## src/rtl/uart_pkg.sv

```systemverilog
// Shared types and helpers for the configurable UART receiver.
// The PARITY state exists only when UART_RECV_PARITY_EN is defined.
package uart_pkg;

   typedef enum logic [2:0] {
      IDLE   = 3'd0,
      START  = 3'd1,
      DATA   = 3'd2,
`ifdef UART_RECV_PARITY_EN
      PARITY = 3'd3,
`endif
      STOP   = 3'd4
   } uart_rx_state_t;

   // Sample points relative to the bit centre M = BPS_CNT/2.
   localparam int SMP_EARLY_OFS = -1;
   localparam int SMP_MID_OFS   = 0;
   localparam int SMP_LATE_OFS  = 1;

   function automatic int bps_cnt(input int clk_freq, input int bps);
      return clk_freq / bps;
   endfunction

endpackage

```

## src/rtl/uart_recv_cfg_if.sv

```systemverilog
// Valid/ready delivery channel of the UART receiver plus its per-word status flags.
interface uart_recv_cfg_if #(parameter int DATA_BITS = 8);
   logic [DATA_BITS-1:0] rx_data;
   logic                 rx_valid;
   logic                 rx_ready;
   logic                 rx_frame_err;
   logic                 rx_parity_err;
   logic                 rx_overrun;

   modport master (
      output rx_data, rx_valid, rx_frame_err, rx_parity_err, rx_overrun,
      input  rx_ready
   );

   modport slave (
      input  rx_data, rx_valid, rx_frame_err, rx_parity_err, rx_overrun,
      output rx_ready
   );
endinterface

```

## src/rtl/uart_rx_sync_filter.sv

```systemverilog
// Line synchroniser, falling-edge detector and three-sample majority vote.
// bit_val is meaningful in the cycle where clk_cnt equals M+1.
module uart_rx_sync_filter
   import uart_pkg::*;
#(
   parameter int CNT_W = 9,
   parameter int M     = 217
) (
   input  logic             sys_clk,
   input  logic             sys_rst,
   input  logic             uart_rxd,
   input  logic [CNT_W-1:0] clk_cnt,
   output logic             rxd_s,
   output logic             fall_edge,
   output logic             bit_val
);

   localparam logic [CNT_W-1:0] CNT_EARLY = CNT_W'(M + SMP_EARLY_OFS);
   localparam logic [CNT_W-1:0] CNT_MID   = CNT_W'(M + SMP_MID_OFS);

   logic sync_q1, sync_q2, rxd_prev;
   logic smp_early, smp_mid;

   always_ff @(posedge sys_clk) begin
      if (sys_rst) begin
         sync_q1   <= 1'b1;
         sync_q2   <= 1'b1;
         rxd_prev  <= 1'b1;
         smp_early <= 1'b1;
         smp_mid   <= 1'b1;
      end else begin
         sync_q1  <= uart_rxd;
         sync_q2  <= sync_q1;
         rxd_prev <= sync_q2;
         if (clk_cnt == CNT_EARLY) smp_early <= sync_q2;
         if (clk_cnt == CNT_MID)   smp_mid   <= sync_q2;
      end
   end

   assign rxd_s     = sync_q2;
   assign fall_edge = rxd_prev & ~sync_q2;
   // Third sample is the live synchronised level at M+1.
   assign bit_val   = (smp_early & smp_mid) | (smp_early & sync_q2) | (smp_mid & sync_q2);

endmodule

```

## src/rtl/uart_recv_cfg.sv

```systemverilog
// Configurable UART receiver: frame FSM, bit timer, shift register, holding register.
// Define UART_RECV_PARITY_EN to add a parity bit after the data bits.
//
// state  | meaning
// IDLE   | line idle, waiting for a falling edge
// START  | checking the start bit, aborts on a false start
// DATA   | shifting in DATA_BITS bits, LSB first
// PARITY | checking the parity bit (parity builds only)
// STOP   | checking STOP_BITS stop bits, commits at the last one
module uart_recv_cfg
   import uart_pkg::*;
#(
   parameter int CLK_FREQ   = 50000000,
   parameter int UART_BPS   = 115200,
   parameter int DATA_BITS  = 8,
   parameter int STOP_BITS  = 1,
   parameter int PARITY_ODD = 0
) (
   input  logic            sys_clk,
   input  logic            sys_rst,
   input  logic            uart_rxd,
   output logic            rx_busy,
   uart_recv_cfg_if.master rx_if
);

   localparam int BPS_CNT = bps_cnt(CLK_FREQ, UART_BPS);
   localparam int CNT_W   = $clog2(BPS_CNT);
   localparam int M       = BPS_CNT / 2;
   localparam logic [CNT_W-1:0] CNT_LAST = CNT_W'(BPS_CNT - 1);
   localparam logic [CNT_W-1:0] CNT_RES  = CNT_W'(M + SMP_LATE_OFS);
   localparam logic [3:0] IDX_LAST_DATA  = 4'(DATA_BITS - 1);
   localparam logic [3:0] IDX_LAST_STOP  = 4'(STOP_BITS - 1);
`ifdef UART_RECV_PARITY_EN
   localparam bit PAR_ODD = (PARITY_ODD != 0);
`else
   localparam bit par_odd_unused = (PARITY_ODD != 0);
`endif

   uart_rx_state_t       state_q, state_nxt;
   logic [CNT_W-1:0]     clk_cnt, cnt_nxt;
   logic [3:0]           idx_q, idx_nxt;
   logic [DATA_BITS-1:0] shift_q, shift_nxt;
   logic                 ferr_q, ferr_nxt, perr_q, perr_nxt, commit;
   logic                 fall_edge, bit_val, at_res, at_end;
   logic                 rxd_s_unused;

   logic [DATA_BITS-1:0] data_q;
   logic                 valid_q, ferr_h, perr_h, ovr_q;

   uart_rx_sync_filter #(.CNT_W(CNT_W), .M(M)) u_filter (
      .sys_clk   (sys_clk),
      .sys_rst   (sys_rst),
      .uart_rxd  (uart_rxd),
      .clk_cnt   (clk_cnt),
      .rxd_s     (rxd_s_unused),
      .fall_edge (fall_edge),
      .bit_val   (bit_val)
   );

   assign at_res = (clk_cnt == CNT_RES);
   assign at_end = (clk_cnt == CNT_LAST);

   always_ff @(posedge sys_clk) begin
      if (sys_rst) begin
         state_q <= IDLE;
         clk_cnt <= '0;
         idx_q   <= '0;
         shift_q <= '0;
         ferr_q  <= 1'b0;
         perr_q  <= 1'b0;
      end else begin
         state_q <= state_nxt;
         clk_cnt <= cnt_nxt;
         idx_q   <= idx_nxt;
         shift_q <= shift_nxt;
         ferr_q  <= ferr_nxt;
         perr_q  <= perr_nxt;
      end
   end

   always_comb begin
      state_nxt = state_q;
      cnt_nxt   = (state_q == IDLE || at_end) ? '0 : clk_cnt + 1'b1;
      idx_nxt   = idx_q;
      shift_nxt = shift_q;
      ferr_nxt  = ferr_q;
      perr_nxt  = perr_q;
      commit    = 1'b0;
      case (state_q)
         IDLE: begin
            if (fall_edge) begin
               state_nxt = START;
               idx_nxt   = '0;
               ferr_nxt  = 1'b0;
               perr_nxt  = 1'b0;
            end
         end
         START: begin
            if (at_res && bit_val) begin
               state_nxt = IDLE;
               cnt_nxt   = '0;
            end else if (at_end) begin
               state_nxt = DATA;
            end
         end
         DATA: begin
            if (at_res) shift_nxt = {bit_val, shift_q[DATA_BITS-1:1]};
            if (at_end) begin
               if (idx_q == IDX_LAST_DATA) begin
                  idx_nxt = '0;
`ifdef UART_RECV_PARITY_EN
                  state_nxt = PARITY;
`else
                  state_nxt = STOP;
`endif
               end else begin
                  idx_nxt = idx_q + 1'b1;
               end
            end
         end
`ifdef UART_RECV_PARITY_EN
         PARITY: begin
            if (at_res) perr_nxt = bit_val ^ (^shift_q) ^ PAR_ODD;
            if (at_end) state_nxt = STOP;
         end
`endif
         STOP: begin
            // The last stop bit commits at its centre so a back-to-back start edge is not missed.
            if (at_res) begin
               if (!bit_val) ferr_nxt = 1'b1;
               if (idx_q == IDX_LAST_STOP) begin
                  commit    = 1'b1;
                  state_nxt = IDLE;
                  cnt_nxt   = '0;
               end
            end else if (at_end) begin
               idx_nxt = idx_q + 1'b1;
            end
         end
         default: state_nxt = IDLE;
      endcase
   end

   always_ff @(posedge sys_clk) begin
      if (sys_rst) begin
         data_q  <= '0;
         valid_q <= 1'b0;
         ferr_h  <= 1'b0;
         perr_h  <= 1'b0;
         ovr_q   <= 1'b0;
      end else begin
         ovr_q <= commit & valid_q & ~rx_if.rx_ready;
         if (commit) begin
            data_q  <= shift_q;
            ferr_h  <= ferr_nxt;
            perr_h  <= perr_q;
            valid_q <= 1'b1;
         end else if (valid_q && rx_if.rx_ready) begin
            valid_q <= 1'b0;
         end
      end
   end

   assign rx_if.rx_data       = data_q;
   assign rx_if.rx_valid      = valid_q;
   assign rx_if.rx_frame_err  = ferr_h;
   assign rx_if.rx_parity_err = perr_h;
   assign rx_if.rx_overrun    = ovr_q;
   assign rx_busy             = (state_q != IDLE);

endmodule

```

## src/flat_wrapper.sv

```systemverilog
// flat-port wrapper written by rule: the top's interface ports become plain ports
module uart_recv_cfg_flat import uart_pkg::*;
#(
   parameter int CLK_FREQ   = 50000000,
   parameter int UART_BPS   = 115200,
   parameter int DATA_BITS  = 8,
   parameter int STOP_BITS  = 1,
   parameter int PARITY_ODD = 0
)
  (sys_clk, sys_rst, uart_rxd, rx_busy, rx_if_rx_data, rx_if_rx_valid, rx_if_rx_frame_err, rx_if_rx_parity_err, rx_if_rx_overrun, rx_if_rx_ready);
  uart_recv_cfg_if #(.DATA_BITS(DATA_BITS)) rx_if_i ();
  input  logic sys_clk;
  input  logic sys_rst;
  input  logic uart_rxd;
  output logic rx_busy;
  output wire logic [$bits(rx_if_i.rx_data)-1:0] rx_if_rx_data;
  output wire logic [$bits(rx_if_i.rx_valid)-1:0] rx_if_rx_valid;
  output wire logic [$bits(rx_if_i.rx_frame_err)-1:0] rx_if_rx_frame_err;
  output wire logic [$bits(rx_if_i.rx_parity_err)-1:0] rx_if_rx_parity_err;
  output wire logic [$bits(rx_if_i.rx_overrun)-1:0] rx_if_rx_overrun;
  input wire logic [$bits(rx_if_i.rx_ready)-1:0] rx_if_rx_ready;
  assign rx_if_rx_data = rx_if_i.rx_data;
  assign rx_if_rx_valid = rx_if_i.rx_valid;
  assign rx_if_rx_frame_err = rx_if_i.rx_frame_err;
  assign rx_if_rx_parity_err = rx_if_i.rx_parity_err;
  assign rx_if_rx_overrun = rx_if_i.rx_overrun;
  assign rx_if_i.rx_ready = rx_if_rx_ready;
  uart_recv_cfg #(.CLK_FREQ(CLK_FREQ), .UART_BPS(UART_BPS), .DATA_BITS(DATA_BITS), .STOP_BITS(STOP_BITS), .PARITY_ODD(PARITY_ODD)) u_core (.sys_clk(sys_clk), .sys_rst(sys_rst), .uart_rxd(uart_rxd), .rx_busy(rx_busy), .rx_if(rx_if_i));
endmodule
```

## config.mk

```make
export PLATFORM = sky130hd
export DESIGN_NAME = uart_recv_cfg_flat
export DESIGN_NICKNAME = d
export VERILOG_FILES = /design/src/rtl/uart_pkg.sv /design/src/rtl/uart_recv_cfg_if.sv /design/src/rtl/uart_rx_sync_filter.sv /design/src/rtl/uart_recv_cfg.sv /design/src/flat_wrapper.sv
export SDC_FILE = /design/constraint.sdc
export NUM_CORES = 1
export LEC_CHECK = 0
export BUFFER_PORTS_ARGS = -buffer_cell sky130_fd_sc_hd__buf_2
export CELL_PAD_IN_SITES_DETAIL_PLACEMENT = 0
export CELL_PAD_IN_SITES_GLOBAL_PLACEMENT = 2
export CORE_MARGIN = 8
export CORE_UTILIZATION = 40
export CTS_CLUSTER_SIZE = 40
export DETAILED_ROUTE_END_ITERATION = 12
export HOLD_SLACK_MARGIN = 0.06
export PLACE_DENSITY = 0.9
export SYNTH_ARGS = -nofsm -noshare
export SYNTH_HDL_FRONTEND = slang
export SYNTH_SLANG_ARGS = --single-unit
```

## constraint.sdc

```tcl
create_clock -name sys_clk -period 2.59 [get_ports sys_clk]
set_clock_uncertainty 0.1 [all_clocks]
set_input_delay 0.6475 -clock sys_clk [delete_from_list [all_inputs] [get_ports sys_clk]]
set_output_delay 0.6475 -clock sys_clk [all_outputs]
set_load 0.02 [all_outputs]
```

After elaboration in Yosys (flattened, before gate mapping)
Cells that the tools add are included.
{ "op_classes": {"n_eq_ne": 16, "n_reduce_logical": 11, "add_sub_neg": 2, "n_bitwise": 10, "muxes": 28} }
{ "ops": {"columns": ["operator", "n"], "rows": [
  ["two-way mux 9 bit", 4],
  ["== test 9 x 8 -> 1 bit (second input constant)", 3],
  ["two-way mux 3 bit", 7],
  ["two-way mux 4 bit", 5],
  ["case mux 9 bit (2 select lines)", 1],
  ["inequality test 2 x 1 -> 1 bit (second input constant)", 6],
  ["case mux 3 bit (4 select lines)", 1],
  ["case mux 4 bit (3 select lines)", 1],
  ["adder 9 x 1 -> 9 bit (second input constant)", 1],
  ["== test 9 bit (second input constant)", 1],
  ["two-way mux 1 bit", 8],
  ["AND 1 bit", 6],
  ["AND reduction 6 bit", 1],
  ["nonzero test 3 bit", 2],
  ["AND reduction 5 bit", 1],
  ["adder 4 x 1 -> 4 bit (second input constant)", 1],
  ["== test 4 x 3 -> 1 bit (second input constant)", 1],
  ["logical NOT 4 bit", 1],
  ["== test 3 x 1 -> 1 bit (second input constant)", 1],
  ["== test 3 x 2 -> 1 bit (second input constant)", 1],
  ["== test 3 bit (second input constant)", 1],
  ["logical NOT 3 bit", 1],
  ["inequality test 3 x 1 -> 1 bit (second input constant)", 1],
  ["logical AND 1 bit", 2],
  ["other kinds (7)", 9]
]} }
{ "word_totals": {"ff_bits": 41, "output_inout_bits": 13, "inputBits": 4} }

Logic depth before layout (Yosys ltp)
{ "depth": {"word_depth": 6, "mapped_depth": 8, "mapped_depth_nobuf": 6} }

Modules after synthesis
Synthesis repeated with hierarchy kept, for this count alone.
{ "unflattened": {"hier_cells": 203, "hier_area_um2": 1921.8} }
{ "modules_own_cells": {"columns": ["mod", "instances", "area_each_um2", "cells_per_inst"], "rows": [
  ["uart_recv_cfg", 1, 1695.4, 183],
  ["uart_rx_sync_filter", 1, 226.5, 20]
]} }

Worst setup path before layout
OpenSTA, ideal clock, no wires.
{ "synth_timing": {"path_kind": "register to register", "start": "register u_core.clk_cnt[0]", "end": "register u_core.state_q[1]", "arrival_time_ps": 1555, "n_path_buf": 0, "stages_incl_launch_ff": 6, "required_time_ps": 2371, "slack_ps": 816, "setup_time_ps": 119, "cell_sequence": "dfxtp_1 ha_1 nand4bb_1 or2_1 a221o_1 o221a_1"} }
{ "synth_between": {"elab_chain_len": 4, "word_cells_on_any_way": 9, "cone_classes": "eq/ne (5); mux (2); reduce/logical (2)"} }
{ "synth_lines": {"columns": ["item", "line", "rtl"], "rows": [
  ["from (decl)", "uart_recv_cfg.sv:40", "logic [CNT_W-1:0] clk_cnt, cnt_nxt;"],
  ["from (signal assigned)", "uart_recv_cfg.sv:73", "clk_cnt <= cnt_nxt;"],
  ["== test 9 x 8 -> 1 bit", "uart_recv_cfg.sv:60", "assign at_res = (clk_cnt == CNT_RES);"],
  ["logical AND 1 bit", "uart_recv_cfg.sv:99", "if (at_res && bit_val) begin"],
  ["inequality test 3 x 1 -> 1 bit (no source line) or two-way mux 3 bit (tied branches)", null, null],
  ["AND reduction 6 bit (no source line) or case mux 3 bit (4 select lines) (tied branches)", null, null],
  ["to (signal assigned)", "uart_recv_cfg.sv:72", "state_q <= state_nxt;"],
  ["to (decl)", "uart_recv_cfg.sv:39", "uart_rx_state_t state_q, state_nxt;"]
]} }
Several ways; a longest one is shown, not always the timed one.
A chain may end at the register's enable or synchronous reset.

Worst setup path after layout
{ "layout_timing": {"start": "register u_core.state_q[0]", "end": "output rx_busy"} }
{ "layout_between": {"elab_chain_len": 1} }
{ "layout_lines": {"columns": ["item", "line", "rtl"], "rows": [
  ["nonzero test 3 bit", "uart_recv_cfg.sv:169", "assign rx_busy = (state_q != IDLE);"],
  ["to (decl)", "flat_wrapper.sv:15", "output logic rx_busy;"]
]} }
No other way between the ends.

==> impl_metrics.json <==
{
  "worstReg2RegEnd": "u_core.clk_cnt[5]$_SDFF_PP0_",
  "p_total_uw": 1200,
  "vdd_drop_max_v": 0.0003333,
  "rows": 25,
  "met2_usage_pct": 16.72,
  "post_cts_resized": 0,
  "portBuffers": 15,
  "routedWlPerCell_um": 13.42,
  "num-fill-cells": 454,
  "globalRouteOverflowTotal": 0,
  "maxSlewViolCount": 0,
  "cts_tree": "done",
  "crit_end": "rx_busy",
  "clockBufferDepth": 2,
  "synth_area_sq_um": 1959,
  "ys_warn_count": 0,
  "fin_cells": 282,
  "postCtsHoldBufs": 0,
  "drtIter0Drc": 71,
  "dpl.hpwl_um": 2643,
  "dieArea_sq_um": 7394,
  "r2r_cells": 6,
  "nets": 224,
  "grt_use_met3_pct": 3.629,
  "drt-total-wl_um": 3784,
  "clock_latency_ps": 290,
  "crit_type": "reg2out",
  "setup_tns_ps": 0,
  "async_flop_share_pct": 0,
  "antenna_cells": 0,
  "grt_antenna_before_repair": 0,
  "hold_viol_final": 0,
  "cts_root_buf": "clkbuf_8",
  "power.density_nw_per_um2": 550.1,
  "grt_use_met1_pct": 13.94,
  "vias": 1446,
  "htreeDepth": 2,
  "ant_nets": 0,
  "core_sq_um": 4723,
  "hp-class": "reg2reg",
  "endpoint_kind": "primary output",
  "rsz0062_at_grt": "no",
  "start_util_pct": 41.48,
  "busiest_layer": "met2",
  "areaGrowthSynthToFinish_pct": 11.30,
  "avgSynthCellArea_sq_um": 9.748,
  "grt_pass1_wl_um": 6534,
  "r2r_slack_ps": 600,
  "min_period_over_period_pct": 84.10,
  "clk_transition_reported_paths_ps": 80,
  "timing.rr.start": "u_core.clk_cnt[0]$_SDFF_PP0_",
  "cts.sinks": 41,
  "track_usage_pct": 11.09,
  "pin_count": 17,
  "fmax_mhz": 459.1,
  "grt_pass1_vias": 1384,
  "seq_area_frac_synth_pct": 41.89,
  "dp_slack_ps": 594.6,
  "crit_path_start_kind": "flip-flop",
  "die_width_um": 85.99,
  "synthDistinctLibCells": 53,
  "drc_errors": 0,
  "worstSetupStartpoint": "u_core.state_q[0]$_SDFFE_PP0P_",
  "place_area_sq_um": 2066,
  "setup_ws_ps": 411.7,
  "status": "complete, no violations",
  "gp_congestion": 0.7398,
  "dp.cells": 274,
  "die_h_um": 85.99,
  "setup_viol": 0,
  "synth_enable_flop_cells": 0,
  "synth_cells": 201,
  "cts_setup_buffers": 0,
  "layout-drive-gt1-share_pct": 22.33,
  "dr.pass1.iters": 4,
  "ys_seq_elements": 41,
  "maxCapViolCount": 0,
  "syn_nets": 211,
  "p_leak_uw": 0.0008502,
  "numCtsBuffers": 5,
  "worst-endpoint-arrival_ps": 1430,
  "design_area_sq_um": 2181,
  "grt_max_degree": 27,
  "crit_required_ps": 1840,
  "fin_crit_ps": 2178,
  "worst-path-max-fanout": 9,
  "vias_per_cell": 5.128,
  "yosys_most_used_dff": "dfxtp_1"
}
placed cells by master (no fill, tap or decap), types with 2 or more instances in the layout:
cell	count
a211oi_1	3
a21oi_1	11
and3_1	4
buf_2	15
clkbuf_8	5
dfxtp_1	41
ha_1	6
inv_1	6
mux2i_1	10
nand2_1	23
nand3_1	6
nand4_1	4
nand4b_1	2
nor2_1	15
nor3_1	3
nor3_2	8
nor3b_2	3
o21ai_0	4
or2_2	4
xnor2_1	6
xor2_1	2
worst max-delay path: stages (launching register included):
cell and delay [ps]:
dfxtp_1 440, or3_1 500, buf_2 200
cell type report:
class / count / area, sq um / area share [%]
multi-input combinational: 144 / 1056 / 48.42
sequential: 41 / 820.8 / 37.64
tap: 67 / 83.83 / 3.844
timing repair buffer: 16 / 82.58 / 3.787
clock buffer: 5 / 68.82 / 3.155
clock inverter: 3 / 46.29 / 2.123
inverter: 6 / 22.52 / 1.033
how the worst min path moves through the flow:
stage,startpoint,endpoint,slack [ps],cells after the start
floorplan,u_core.u_filter.sync_q1$_SDFF_PP1_,u_core.u_filter.rxd_s$_SDFF_PP1_,290,1
global placement,u_core.u_filter.sync_q1$_SDFF_PP1_,u_core.u_filter.rxd_s$_SDFF_PP1_,290,1
detailed placement,u_core.u_filter.sync_q1$_SDFF_PP1_,u_core.u_filter.rxd_s$_SDFF_PP1_,290,1
CTS,u_core.u_filter.sync_q1$_SDFF_PP1_,u_core.u_filter.rxd_s$_SDFF_PP1_,310,1
global route,u_core.u_filter.sync_q1$_SDFF_PP1_,u_core.u_filter.rxd_s$_SDFF_PP1_,320,1
finish,u_core.u_filter.sync_q1$_SDFF_PP1_,u_core.u_filter.rxd_s$_SDFF_PP1_,310,1
logic make-up after synthesis:
kind of cell,Yosys count,synth area share (%)
simple gates,88,28.54
flops,41,41.89
compound gates,30,12.13
buf+inv,16,4.214
mux,10,5.109
xor+xnor,8,3.576
fa+ha+maj,7,4.342
other cells,1,0.1914
per-stage QoR:
| step | hold slack (ps) | utilization (%) |
|---|---|---|
| 2_1_floorplan | 289.5 | - |
| 3_3_place_gp | 291.7 | 43.74 |
| 3_5_place_dp | 292.8 | 43.74 |
| 4_1_cts | 311.6 | 46.17 |
| 5_1_grt | 324.2 | 46.17 |
| 6_report | 310.4 | 46.17 |
sequential cells by signal (all words and copies together) (netlist names):
signal                     flops
u_core.u_filter.smp_early      1
u_core.ferr_q                  1
u_core.shift_q                 8
u_core.idx_q                   4
u_core.rx_if.rx_frame_err      1
u_core.u_filter.sync_q1        1
u_core.rx_if.rx_data           8
u_core.u_filter.smp_mid        1
u_core.state_q                 3
u_core.rx_if.rx_valid          1
u_core.u_filter.rxd_s          1
u_core.u_filter.rxd_prev       1
u_core.rx_if.rx_overrun        1
u_core.clk_cnt                 9
Yosys cell counts, types with 2 or more instances:
cell / count / area [sq um]
dfxtp_1: 41 / 820.8
nand2_1: 23 / 86.33
nor2_1: 15 / 56.30
a21oi_1: 11 / 55.05
mux2i_1: 10 / 100.1
nor3_2: 8 / 80.08
ha_1: 6 / 75.07
inv_1: 6 / 22.52
nand3_1: 6 / 30.03
xnor2_1: 6 / 52.55
and3_1: 4 / 25.02
nand4_1: 4 / 25.02
o21ai_0: 4 / 20.02
or2_2: 4 / 25.02
a211oi_1: 3 / 22.52
buf_2: 3 / 15.01
buf_4: 3 / 22.52
clkbuf_1: 3 / 11.26
nor3_1: 3 / 15.01
nor3b_2: 3 / 37.54
nand4b_1: 2 / 17.52
xor2_1: 2 / 17.52
where the power goes:
| group | internal (uW) | switching [uW] | leakage (uW) |
|---|---|---|---|
| Combinational | 13.2 | 29.9 | 0.000465 |
| Sequential | 633 | 4.41 | 0.000331 |
| Clock | 288 | 231 | 0.0000543 |
per-layer routing:
metal	vias up	part of all wire, %
li1	731	-
met1	687	49
met2	26	46
met3	2	4.3
met4	0	0.82
met5	-	0
No activity file was read; power rests on OpenSTA's default activity.
